--- config.mk ---
export PLATFORM = sky130hd
export DESIGN_NAME = text_scan_reader
export DESIGN_NICKNAME = d
export VERILOG_FILES = /design/src/rtl/text_scan_reader.sv
export SDC_FILE = /design/constraint.sdc
export NUM_CORES = 1
export LEC_CHECK = 0
export CORE_MARGIN = 4
export CORE_UTILIZATION = 30
export DETAILED_ROUTE_END_ITERATION = 16
export PLACE_DENSITY_LB_ADDON = 0.08
export SYNTH_ARGS = -nofsm -noshare
export SYNTH_HDL_FRONTEND = slang
export SYNTH_SLANG_ARGS = --single-unit
--- constraint.sdc ---
create_clock -name clk -period 1.45 [get_ports clk]
set_clock_uncertainty 0.05 [all_clocks]
set_input_delay 0.29 -clock clk [delete_from_list [all_inputs] [get_ports clk]]
set_output_delay 0.29 -clock clk [all_outputs]
set_load 0.1 [all_outputs]
--- src/rtl/text_scan_reader.sv ---
// Character-cell scan-out: pixel counters -> display RAM read -> font ROM read -> palette RGB.
// Latency: RGB, hsync_o and vsync_o all appear exactly 3 clk after the pixel counters.
// Backpressure: none; one RAM read per active pixel every clock, RAM and ROM are fixed 1-cycle.
module text_scan_reader #(
   parameter int BLINK_EN     = 0,
   parameter int BLINK_FRAMES = 32
) (
   input  logic        clk,
   input  logic        rst_n,
   input  logic [9:0]  hcount,
   input  logic [9:0]  vcount,
   input  logic        video_on,
   input  logic        hsync_in,
   input  logic        vsync_in,
   output logic [12:0] raddr,
   output logic        rd,
   input  logic [15:0] rdata,
   output logic [11:0] font_addr,
   input  logic [7:0]  font_data,
   output logic [3:0]  vga_r,
   output logic [3:0]  vga_g,
   output logic [3:0]  vga_b,
   output logic        hsync_o,
   output logic        vsync_o,
   output logic [7:0]  frame_cnt
);

   localparam logic [7:0] BLINK_DIV = BLINK_FRAMES[7:0];

   // S0 state: pixel position within the glyph and the sync/active flags
   logic [2:0] s0_px;
   logic [3:0] s0_line;
   logic       s0_act;
   logic       s0_hs;
   logic       s0_vs;

   // S1 state: attribute byte rides alongside the font ROM lookup
   logic [7:0] s1_attr;
   logic [2:0] s1_px;
   logic       s1_act;
   logic       s1_hs;
   logic       s1_vs;

   logic       vs_hist;
   logic       act_in;
   logic [7:0] blink_quot;
   logic       blink_phase;
   logic [3:0] fg;
   logic [3:0] bg;
   logic [3:0] ci;
   logic       pix_bit;
   logic [11:0] rgb_nxt;

   // CGA palette: each set channel is 0xA, plus 0x5 when intensity is set; colour 6 is brown
   function automatic logic [11:0] palette(input logic [3:0] idx);
      logic [3:0] on_lvl;
      logic [3:0] off_lvl;
      logic [3:0] r;
      logic [3:0] g;
      logic [3:0] b;
      on_lvl  = idx[3] ? 4'hF : 4'hA;
      off_lvl = idx[3] ? 4'h5 : 4'h0;
      r = idx[2] ? on_lvl : off_lvl;
      g = idx[1] ? on_lvl : off_lvl;
      b = idx[0] ? on_lvl : off_lvl;
      if (idx == 4'h6) g = 4'h5;
      return {r, g, b};
   endfunction

   // Only the 512x480 text area fetches cells; everything else is blank
   assign act_in = video_on & (hcount < 10'd512) & (vcount < 10'd480);

   // S0: issue the character RAM read and register pixel context
   always_ff @(posedge clk or negedge rst_n) begin
      if (!rst_n) begin
         raddr   <= '0;
         rd      <= 1'b0;
         s0_px   <= '0;
         s0_line <= '0;
         s0_act  <= 1'b0;
         s0_hs   <= 1'b1;
         s0_vs   <= 1'b1;
      end else begin
         raddr   <= {2'b00, vcount[8:4], hcount[8:3]};
         rd      <= act_in;
         s0_px   <= hcount[2:0];
         s0_line <= vcount[3:0];
         s0_act  <= act_in;
         s0_hs   <= hsync_in;
         s0_vs   <= vsync_in;
      end
   end

   // S1: turn the character code into a font ROM row address
   always_ff @(posedge clk or negedge rst_n) begin
      if (!rst_n) begin
         font_addr <= '0;
         s1_attr   <= '0;
         s1_px     <= '0;
         s1_act    <= 1'b0;
         s1_hs     <= 1'b1;
         s1_vs     <= 1'b1;
      end else begin
         font_addr <= {rdata[7:0], s0_line};
         s1_attr   <= rdata[15:8];
         s1_px     <= s0_px;
         s1_act    <= s0_act;
         s1_hs     <= s0_hs;
         s1_vs     <= s0_vs;
      end
   end

   assign blink_quot  = frame_cnt / BLINK_DIV;
   assign blink_phase = blink_quot[0];

   // S2 colour select: glyph bit chooses fg or bg; blinking cells hide fg in the odd half
   always_comb begin
      bg = (BLINK_EN != 0) ? {1'b0, s1_attr[6:4]} : s1_attr[7:4];
      fg = s1_attr[3:0];
      if ((BLINK_EN != 0) && s1_attr[7] && blink_phase) fg = bg;
      pix_bit = font_data[3'd7 - s1_px];
      ci      = pix_bit ? fg : bg;
      rgb_nxt = s1_act ? palette(ci) : 12'h000;
   end

   // S2: register RGB together with the delayed syncs
   always_ff @(posedge clk or negedge rst_n) begin
      if (!rst_n) begin
         vga_r   <= '0;
         vga_g   <= '0;
         vga_b   <= '0;
         hsync_o <= 1'b1;
         vsync_o <= 1'b1;
      end else begin
         {vga_r, vga_g, vga_b} <= rgb_nxt;
         hsync_o <= s1_hs;
         vsync_o <= s1_vs;
      end
   end

   // Frame counter: count vsync falling edges, free-running with natural 8-bit wrap
   always_ff @(posedge clk or negedge rst_n) begin
      if (!rst_n) begin
         vs_hist   <= 1'b1;
         frame_cnt <= '0;
      end else begin
         vs_hist <= vsync_in;
         if (vs_hist && !vsync_in) frame_cnt <= frame_cnt + 8'd1;
      end
   end

endmodule
### Yosys cells after proc, flatten, opt, wreduce, memory -nomap -nowiden

Cells that the tools add are included.

* add/subtract/negate cells: 2
* $lt $le $gt $ge: 3
* equal/unequal tests: 1
* muxes and demuxes: 10
* bitwise logic cells: 2
* reduce and logical (&&, ||, !) cells: 2

Operators with widths (count)
* 4-bit two-way mux: 5
* 12-bit two-way mux: 1
* 10-bit < comparator (second input constant): 1
* 10-bit by 9-bit < comparator with 1-bit output (second input constant): 1
* 8-bit by 1-bit adder with 8-bit output (second input constant): 1
* 3-bit two-way mux: 2
* 4-bit by 3-bit equality test with 1-bit output (second input constant): 1
* 3-bit by 4-bit < comparator with 1-bit output (second input constant): 1
* 1-bit binary-select mux with 3-bit select: 1
* 3-bit subtractor (first input constant): 1
* 1-bit AND: 2
* 1-bit logical AND: 1
* 1-bit zero test: 1
* 1-bit two-way mux: 1

* bits in registers: 69
* input port bits: 49
* output and inout bits: 48
* word-level logic and storage cells: 38

### Longest topological paths before layout

Gate-level depths: netlist (run 1).

* word-level depth: 8
* gate-level depth with buffers: 5
* mapped depth without buffers: 4

### Worst setup path before layout (run 1)

No wires, ideal clock.

* path kind: register to register
* start point: register frame_cnt[0]
* end point: register frame_cnt[7]
* library setup time: 158 ps
* data arrival time: 1761 ps
* required time: 1242 ps
* path slack: -518 ps
* stages on the path, launching flop included: 4
* buffers on the path: 0
* clock period less this slack: 1968 ps
* path through: dfrtp_1 and4b_1 or3b_1 xnor2_1

* cells in the longest elaborated chain, start to end: 1

Ends and longest elaborated chain
* from (decl): RTL line 25 `output logic [7:0] frame_cnt`
* from (signal assigned): RTL line 148 `if (vs_hist && !vsync_in) frame_cnt <= frame_cnt + 8'd1;`
* 8-bit by 1-bit adder with 8-bit output: RTL line 148

No other way between the ends.
A chain may end at the register's enable or synchronous reset.

### Worst setup path in the final report (run 1)

* start point: register s1_px[0]
* end point: register vga_g[1]

* cells in the longest elaborated chain, start to end: 7
* elaborated cells between the ends (all ways): 8
* classes of those cells: add/sub: 1; eq/ne: 1; mux: 6

Ends and longest elaborated chain
* from (decl): RTL line 39 `logic [2:0] s1_px;`
* from (signal assigned): RTL line 106 `s1_px <= s0_px;`
* 3-bit subtractor *: RTL line 121 `pix_bit = font_data[3'd7 - s1_px];`
* 1-bit binary-select mux with 3-bit select *: RTL line 121
* 1-bit two-way mux (implied by the code) *: RTL line 121
* 4-bit two-way mux *: RTL line 122 `ci = pix_bit ? fg : bg;`
* 4-bit by 3-bit equality test with 1-bit output / 4-bit two-way mux (equally long branches): RTL line 66, 64
* 4-bit two-way mux *: RTL line 66 `if (idx == 4'h6) g = 4'h5;`
* 12-bit two-way mux *: RTL line 123 `rgb_nxt = s1_act ? palette(ci) : 12'h000;`
* named net rgb_nxt[5]: RTL line 52 `logic [11:0] rgb_nxt;`
* to (signal assigned): RTL line 135 `{vga_r, vga_g, vga_b} <= rgb_nxt;`
* to (decl): RTL line 21 `output logic [3:0] vga_g,`

The timed path passes the listed nets; every way through them passes the cells marked *. The select of a mux whose other input is x is not followed.

==> impl_metrics.csv, run 1 <==
group,metric,value,unit
outcome,outcome,"finished, violations left",
outcome,violations,"setup timing",
worst_setup_path,critical-path-slowest-cell,"mux4_2",
yosys,syn_area,2000,µm²
worst_setup_path,critical_path.cell_chain,"mux2i_1 > mux4_2 > mux2i_1",
worst_setup_path,path_class,"flop to flop",
worst_setup_path,crit_fanout,5,
route,ant_nets,0,
clocking,cts_setup_buffers,0,
worst_setup_path,cp-start-kind,"flop",
timing,finalSetupViolCount,5,
layout,layout.nets,271,
placement,hpwl,3280,µm
floorplanning,die_y,89.7,µm
route,dr.first_iter.drc_count,39,
clocking,clkTransAtPathRegs,0.07,ns
placement,gp_congestion,0.766,
route,wirelength,4230,µm
worst_setup_path,cp_num_buf_inv,0,
floorplanning,initial_utilization,31.2,%
layout,final_core_util,57.5,%
worst_setup_path,cp_slowest_stage_delay,0.58,ns
placement,pre_cts_ws,-0.322,ns
min_path,worstHoldPathType,"flop to flop",
grt,grt_max_degree,63,
power_and_ir_drop,leakagePower,0.00161,µW
floorplanning,rows,29,
floorplanning,core,6420,µm²
worst_setup_path,critPathTopFamily,"multiplexers",
clocking,numCtsBuffers,9,
yosys,ys_top_cells_by_area,"dfrtp_1 70%, dfstp_2 7.9%, mux2i_1 4.5%",
placement,io_buffers,94,
grt,overflow,0,
yosys,ys.flop_type,"dfrtp_1",
clocking,clk_path_buf_depth,2,
yosys,synth_cells,121,
route,wl_met2,2340,µm
layout,regArea,1580,µm²
yosys,yosysTopAreaCell,"dfrtp_1",
route,vias_per_cell,4.25,
yosys,async_reset_ff_share,100,%
yosys,syn_area_per_cell,16.6,µm²
yosys,yosysUniqueCellTypes,25,
timing,fmax,0.666,GHz
yosys,synth_most_common_cell,"dfrtp_1",
timing,fin_ws,-0.0517,ns
floorplanning,die_width,89.7,µm
worst_setup_path,required,1.59,ns
route,drc,0,
yosys,yosys_warnings,0,
layout,fillers,495,
power_and_ir_drop,power_density,1460,nW/µm²
yosys,ys_seq_area_share,77.8,%
floorplanning,die_area,8050,µm²
yosys,ys_ff_latch,62,
timing,fin_crit,1.50,ns
clocking,clockRootBuffer,"clkbuf_8",
route,routed.top_layer,"met4",
route,drt_pass1_iterations,4,
floorplanning,io_pins,97,
grt,grt_pass1_vias,1421,
layout,multi_input_area,350,µm²
power_and_ir_drop,vdd_drop_max,0.00165,V
yosys,synth-edff-count,0,
clocking,htree_levels,3,
layout,n_antenna_cell,0,
route,wl_met1,1430,µm
layout,layout-drive-gt1-share,39.8,%
grt,grt_pass1_wl,7150,µm
timing,rsz0062_at_grt,"yes",
clocking,cts_sinks,62,
worst_setup_path,cp_common_cell,"mux2i_1",
worst_setup_path,worstSetupEndpointType,"flop",
route,avgRoutedWirePerCell,14.0,µm
grt,antenna_found_initial,0,
timing,hold_violations,0,
yosys,synth_common_cells,"56 x dfrtp_1, 10 x buf_4, 9 x mux2i_1",
yosys,yosysTopAreaCellShare,69.9,%
timing,fin_crit_sh,104,%
worst_setup_path,critPathArrivalTime,1.64,ns
timing,slew_violations,0,
grt,grtUsageTotal,11.7,%
layout,areaGrowthSynthToFinish,84.3,%
clocking,worst_skew_pair.late_latency,0.32,ns
route,met3WireLength,416,µm
flow_run,cap_viol_max_count,0,
clocking,tritoncts,"built",
route,via_count,1288,
[cell families (layout without fill, tap and decap cells)]
kind of cell               count (synthesis)  in the layout  share of synthesized area [%]
adders and majority gates                  1              1                          0.624
other                                      1              2                          0.187
DFF                                       62             62                           77.8
and+or+nand+nor                           19             19                           5.31
muxes                                     11             11                           6.18
buffers and inverters                     15            119                           5.06
AOI/OAI and AO/OA                          5              5                           1.81
xor gates and xnor gates                   7              7                           3.06
[area by class of cell]
cell class / count / share of cell area [%]
clock buffers: 14 / 5.22
multi-input cells: 45 / 9.48
repair buffers: 100 / 39.4
well taps: 77 / 2.61
flip-flops and latches: 62 / 42.6
clock inverters: 2 / 0.339
inverters: 3 / 0.305
[per-stage QoR]
step                power (µW)  instances  hold slack [ns]  TNS, ns  instance area (µm²)
floorplan                 3160        122          -0.0556   -0.293                 2030
global route              5670        303            0.292   -0.456                 3690
detailed placement        4000        286            0.283    -2.26                 3480
CTS                       5500        303            0.299   -0.255                 3690
global placement          3970        286            0.267    -1.78                 3480
finish                    5410        303            0.299   -0.202                 3690
[layer usage]
layer | GRT usage (%) | up-vias
met5 | 0 | -
met3 | 6.34 | 5
met4 | 6.26 | 0
met1 | 11.9 | 635
li1 | - | 585
met2 | 19.2 | 63
[report_power, final]
part	switching, µW	internal (µW)	total, µW
Sequential	204	1910	2110
Combinational	1140	705	1840
Clock	607	851	1460
[registers in the layout (all words and copies together) (netlist names)]
signal     cells
vga_b          2
s1_attr        8
s1_hs          1
s0_hs          1
frame_cnt      8
s0_line        4
raddr         11
s1_vs          1
vga_g          2
hsync_o        1
s1_act         1
vsync_o        1
s0_act         1
s1_px          3
vs_hist        1
s0_px          3
font_addr     12
vga_r          1
[worst reg2reg max path, cell delays in order (launching register included)]
cell and delay (ns):
dfrtp_2 0.45, mux2i_1 0.13, mux4_2 0.58, mux2i_1 0.16
[timing repair]
item / 4_1_cts / 5_1_grt
endpoints found under the setup margin: 5 / 7
resized for setup: 1 / 1
hold buffers: 1 / 0
hold endpoints to repair: 56 / 0
[layout by cell type, fill, tap and decap left out]
master	netlist	final
clkinv_1	1	1
clkinv_2	0	1
o311ai_0	2	2
buf_4	10	4
clkdlybuf4s50_1	0	47
mux2_2	1	1
nor2b_2	0	1
ha_1	1	1
inv_1	2	2
dfrtp_1	56	43
conb_1	1	2
buf_2	0	1
buf_12	0	47
mux2i_1	9	9
xor2_1	1	1
clkbuf_8	0	14
nand2_1	8	8
clkinvlp_4	0	1
xnor2_1	6	6
o21ai_0	2	2
mux4_2	1	1
nand4_1	3	3
a41oi_1	1	1
or3b_1	1	1
nand3b_1	1	1
and4b_1	1	1
nor2_1	2	2
dfrtp_2	0	13
and3b_1	2	2
dfstp_2	6	6
dlygate4sd3_1	0	1
[final timing paths]
check | startpoint | endpoint | slack (ns) | cells after the start
max | s1_px[0]$_DFF_PN0_ | vga_g[1]$_DFF_PN0_ | -0.05 | 3
min | s0_px[0]$_DFF_PN0_ | s1_px[0]$_DFF_PN0_ | 0.30 | 0
max reg2reg | s1_px[0]$_DFF_PN0_ | vga_g[1]$_DFF_PN0_ | -0.05 | 3
min reg2reg | s0_px[0]$_DFF_PN0_ | s1_px[0]$_DFF_PN0_ | 0.30 | 0
max in group asynchronous | rst_n | vsync_o$_DFF_PN1_ | 0.58 | 3
min in group asynchronous | rst_n | s0_px[2]$_DFF_PN0_ | 0.47 | 3
Note: power is estimated with default switching activity, not from simulation.
==> inputs of run 2 (changes only) <==
--- a/config.mk
+++ b/config.mk
@@ -9,6 +9,7 @@
 export CORE_UTILIZATION = 30
 export DETAILED_ROUTE_END_ITERATION = 16
 export PLACE_DENSITY_LB_ADDON = 0.08
+export SKIP_LAST_GASP = 1
 export SYNTH_ARGS = -nofsm -noshare
 export SYNTH_HDL_FRONTEND = slang
 export SYNTH_SLANG_ARGS = --single-unit
==> results of run 2 <==
Final layout, timing and power as in run 1 (identical DEF).
==> inputs of run 3 (changes only) <==
--- a/config.mk
+++ b/config.mk
@@ -5,7 +5,6 @@
 export SDC_FILE = /design/constraint.sdc
 export NUM_CORES = 1
 export LEC_CHECK = 0
-export CORE_MARGIN = 4
 export CORE_UTILIZATION = 30
 export DETAILED_ROUTE_END_ITERATION = 16
 export PLACE_DENSITY_LB_ADDON = 0.08
==> constraint.sdc (replaced) <==
create_clock -name clk -period 1.4 [get_ports clk]
set_clock_uncertainty 0.05 [all_clocks]
set_input_delay 0.35 -clock clk [delete_from_list [all_inputs] [get_ports clk]]
set_output_delay 0.35 -clock clk [all_outputs]
set_load 0.1 [all_outputs]
==> impl_metrics.csv, run 3 (synthesized netlist as in run 1, its figures left out) <==
group,metric,value,unit
outcome,outcome,"finished, violations left",
outcome,violations,"setup timing",
route,dr.first_iter.drc_count,36,
clocking,clk_path_buf_depth,2,
power_and_ir_drop,sequentialPowerShare,37.5,%
worst_setup_path,critPathArrivalTime,1.62,ns
timing,hold_violations,0,
power_and_ir_drop,power_density,1520,nW/µm²
layout,top_register,"font_addr",
placement,io_buffers,94,
power_and_ir_drop,switching_share,35.6,%
worst_setup_path,cp-start-kind,"flop",
layout,fillers,482,
power_and_ir_drop,power_switching,2050,µW
timing,fmax,0.670,GHz
min_path,worstHoldPathType,"flop to flop",
worst_setup_path,required,1.53,ns
timing,setup-tns-final,-0.867,ns
route,drc,0,
floorplanning,die_width,83.7,µm
grt,overflow,0,
timing,fin_ws,-0.0925,ns
worst_setup_path,path_class,"flop to flop",
grt,grt_pass1_vias,1426,
power_and_ir_drop,p_int,3720,µW
clocking,cts_sinks,62,
clocking,clkTransAtPathRegs,0.06,ns
power_and_ir_drop,pwr-share-clk,24.0,%
floorplanning,die_y,83.7,µm
flow_run,cap_viol_max_count,0,
layout,n_antenna_cell,0,
clocking,worst_skew_pair.late_latency,0.32,ns
route,wirelength,4170,µm
clocking,clockRootBuffer,"clkbuf_8",
layout,layout.nets,279,
floorplanning,die_area,7010,µm²
worst_setup_path,critical_path.cell_chain,"mux2i_1 > mux4_2 > mux2i_1",
route,drt_pass1_iterations,4,
clocking,htree_levels,3,
timing,finalSetupViolCount,16,
floorplanning,rows,29,
worst_setup_path,cp_slowest_stage_delay,0.57,ns
layout,layout_common_cells,"47 x clkdlybuf4s50_1, 47 x buf_12, 43 x dfrtp_1",
route,vias_per_cell,4.28,
layout,final_cell_area,3790,µm²
layout,reg.largest.list,"font_addr (12), raddr (11)",
placement,gp_congestion,0.743,
timing,fin_crit_sh,107,%
layout,largest_register_ffs,12,
layout,areaGrowthSynthToFinish,89.1,%
grt,grtUsageTotal,13.3,%
route,via_count,1330,
worst_setup_path,crit_fanout,5,
floorplanning,io_pins,97,
placement,hpwl,3110,µm
route,ant_nets,0,
timing,slew_violations,0,
grt,antenna_found_initial,0,
floorplanning,initial_utilization,31.4,%
grt,grt_pass1_wl,6870,µm
worst_setup_path,critical-path-slowest-cell,"mux4_2",
power_and_ir_drop,leakagePower,0.00164,µW
grt,grt_max_degree,63,
power_and_ir_drop,vdd_drop_max,0.00135,V
floorplanning,core,6390,µm²
timing,fin_crit,1.49,ns
clocking,tritoncts,"built",
worst_setup_path,cp_common_cell,"mux2i_1",
route,avgRoutedWirePerCell,13.4,µm
layout,layout-drive-gt1-share,41.5,%
clocking,numCtsBuffers,9,
worst_setup_path,worstSetupEndpointType,"flop",
power_and_ir_drop,combPwrFrac,38.4,%
placement,placed_area,3520,µm²
timing,rsz0062_at_grt,"yes",
## run 3: cell types whose count changed in the layout (fill, tap and decap cells not counted), moves of 2 or more
cell      before  now
clkbuf_1       0    3
dfrtp_2       13    3
dfrtp_4        0   10
buf_4          4    8
clkbuf_8      14   12
buf_6          0    4
## run 3: path summary, 6_finish.rpt
kind	slack (ns)	startpoint	endpoint	cells past startpoint
worst max-delay path	-0.09	s1_px[0]$_DFF_PN0_	vga_g[1]$_DFF_PN0_	3
worst min-delay path	0.29	s0_px[2]$_DFF_PN0_	s1_px[2]$_DFF_PN0_	0
worst max register to register	-0.09	s1_px[0]$_DFF_PN0_	vga_g[1]$_DFF_PN0_	3
worst min register to register	0.29	s0_px[2]$_DFF_PN0_	s1_px[2]$_DFF_PN0_	0
max in group asynchronous	0.48	rst_n	s1_hs$_DFF_PN1_	3
min in group asynchronous	0.52	rst_n	s0_line[1]$_DFF_PN0_	3
## run 3: per-stage QoR
stage	std cells	setup WS, ns	hold WS, ns	util [%]	power, µW
6_report	311	-0.0925	0.293	59.3	5770
3_5_place_dp	288	-0.398	0.286	55.1	4210
2_1_floorplan	122	-0.160	0.00441	-	3310
5_1_grt	311	-0.152	0.304	59.3	6030
3_3_place_gp	288	-0.390	0.284	55.1	4180
4_1_cts	309	-0.102	0.294	59.0	5790
## run 3: repair_timing
item	CTS	global route
buffers inserted	4	2
gates resized for setup	6	3
pin swaps	0	4
endpoints found under the setup margin	26	26
endpoints found under the hold margin	56	0
hold buffers	1	0
## run 3: area by class of cell
type | count | area (µm²) | share of cell area [%]
Inverter | 3 | 11.3 | 0.297
Multi-Input combinational cell | 45 | 369 | 9.74
Tap cell | 77 | 96.3 | 2.54
Clock buffer | 15 | 176 | 4.66
Timing Repair Buffer | 108 | 1530 | 40.4
Clock inverter | 1 | 5.00 | 0.132
Sequential cell | 62 | 1600 | 42.2
## run 3: critical path: cells and delay by family (launching register included)
| family | cells | cell delay (ns) |
|---|---|---|
| multiplexers | 3 | 0.86 |
| flip-flops | 1 | 0.44 |
## run 3: power groups by stage
stage,logic (µW),registers (µW),clock network (µW)
after detailed placement,1990,2220,0
final,2220,2160,1390
after CTS,2180,2160,1450
after floorplan,258,3060,0
after global placement,1980,2210,0
after global routing,2300,2190,1540
## run 3: metal layers
metal  part of all wire [%]  GRT usage, %
met5                      0             0
met4                    3.3          8.78
met3                    5.7          4.25
met2                     56          23.2
met1                     35          13.5
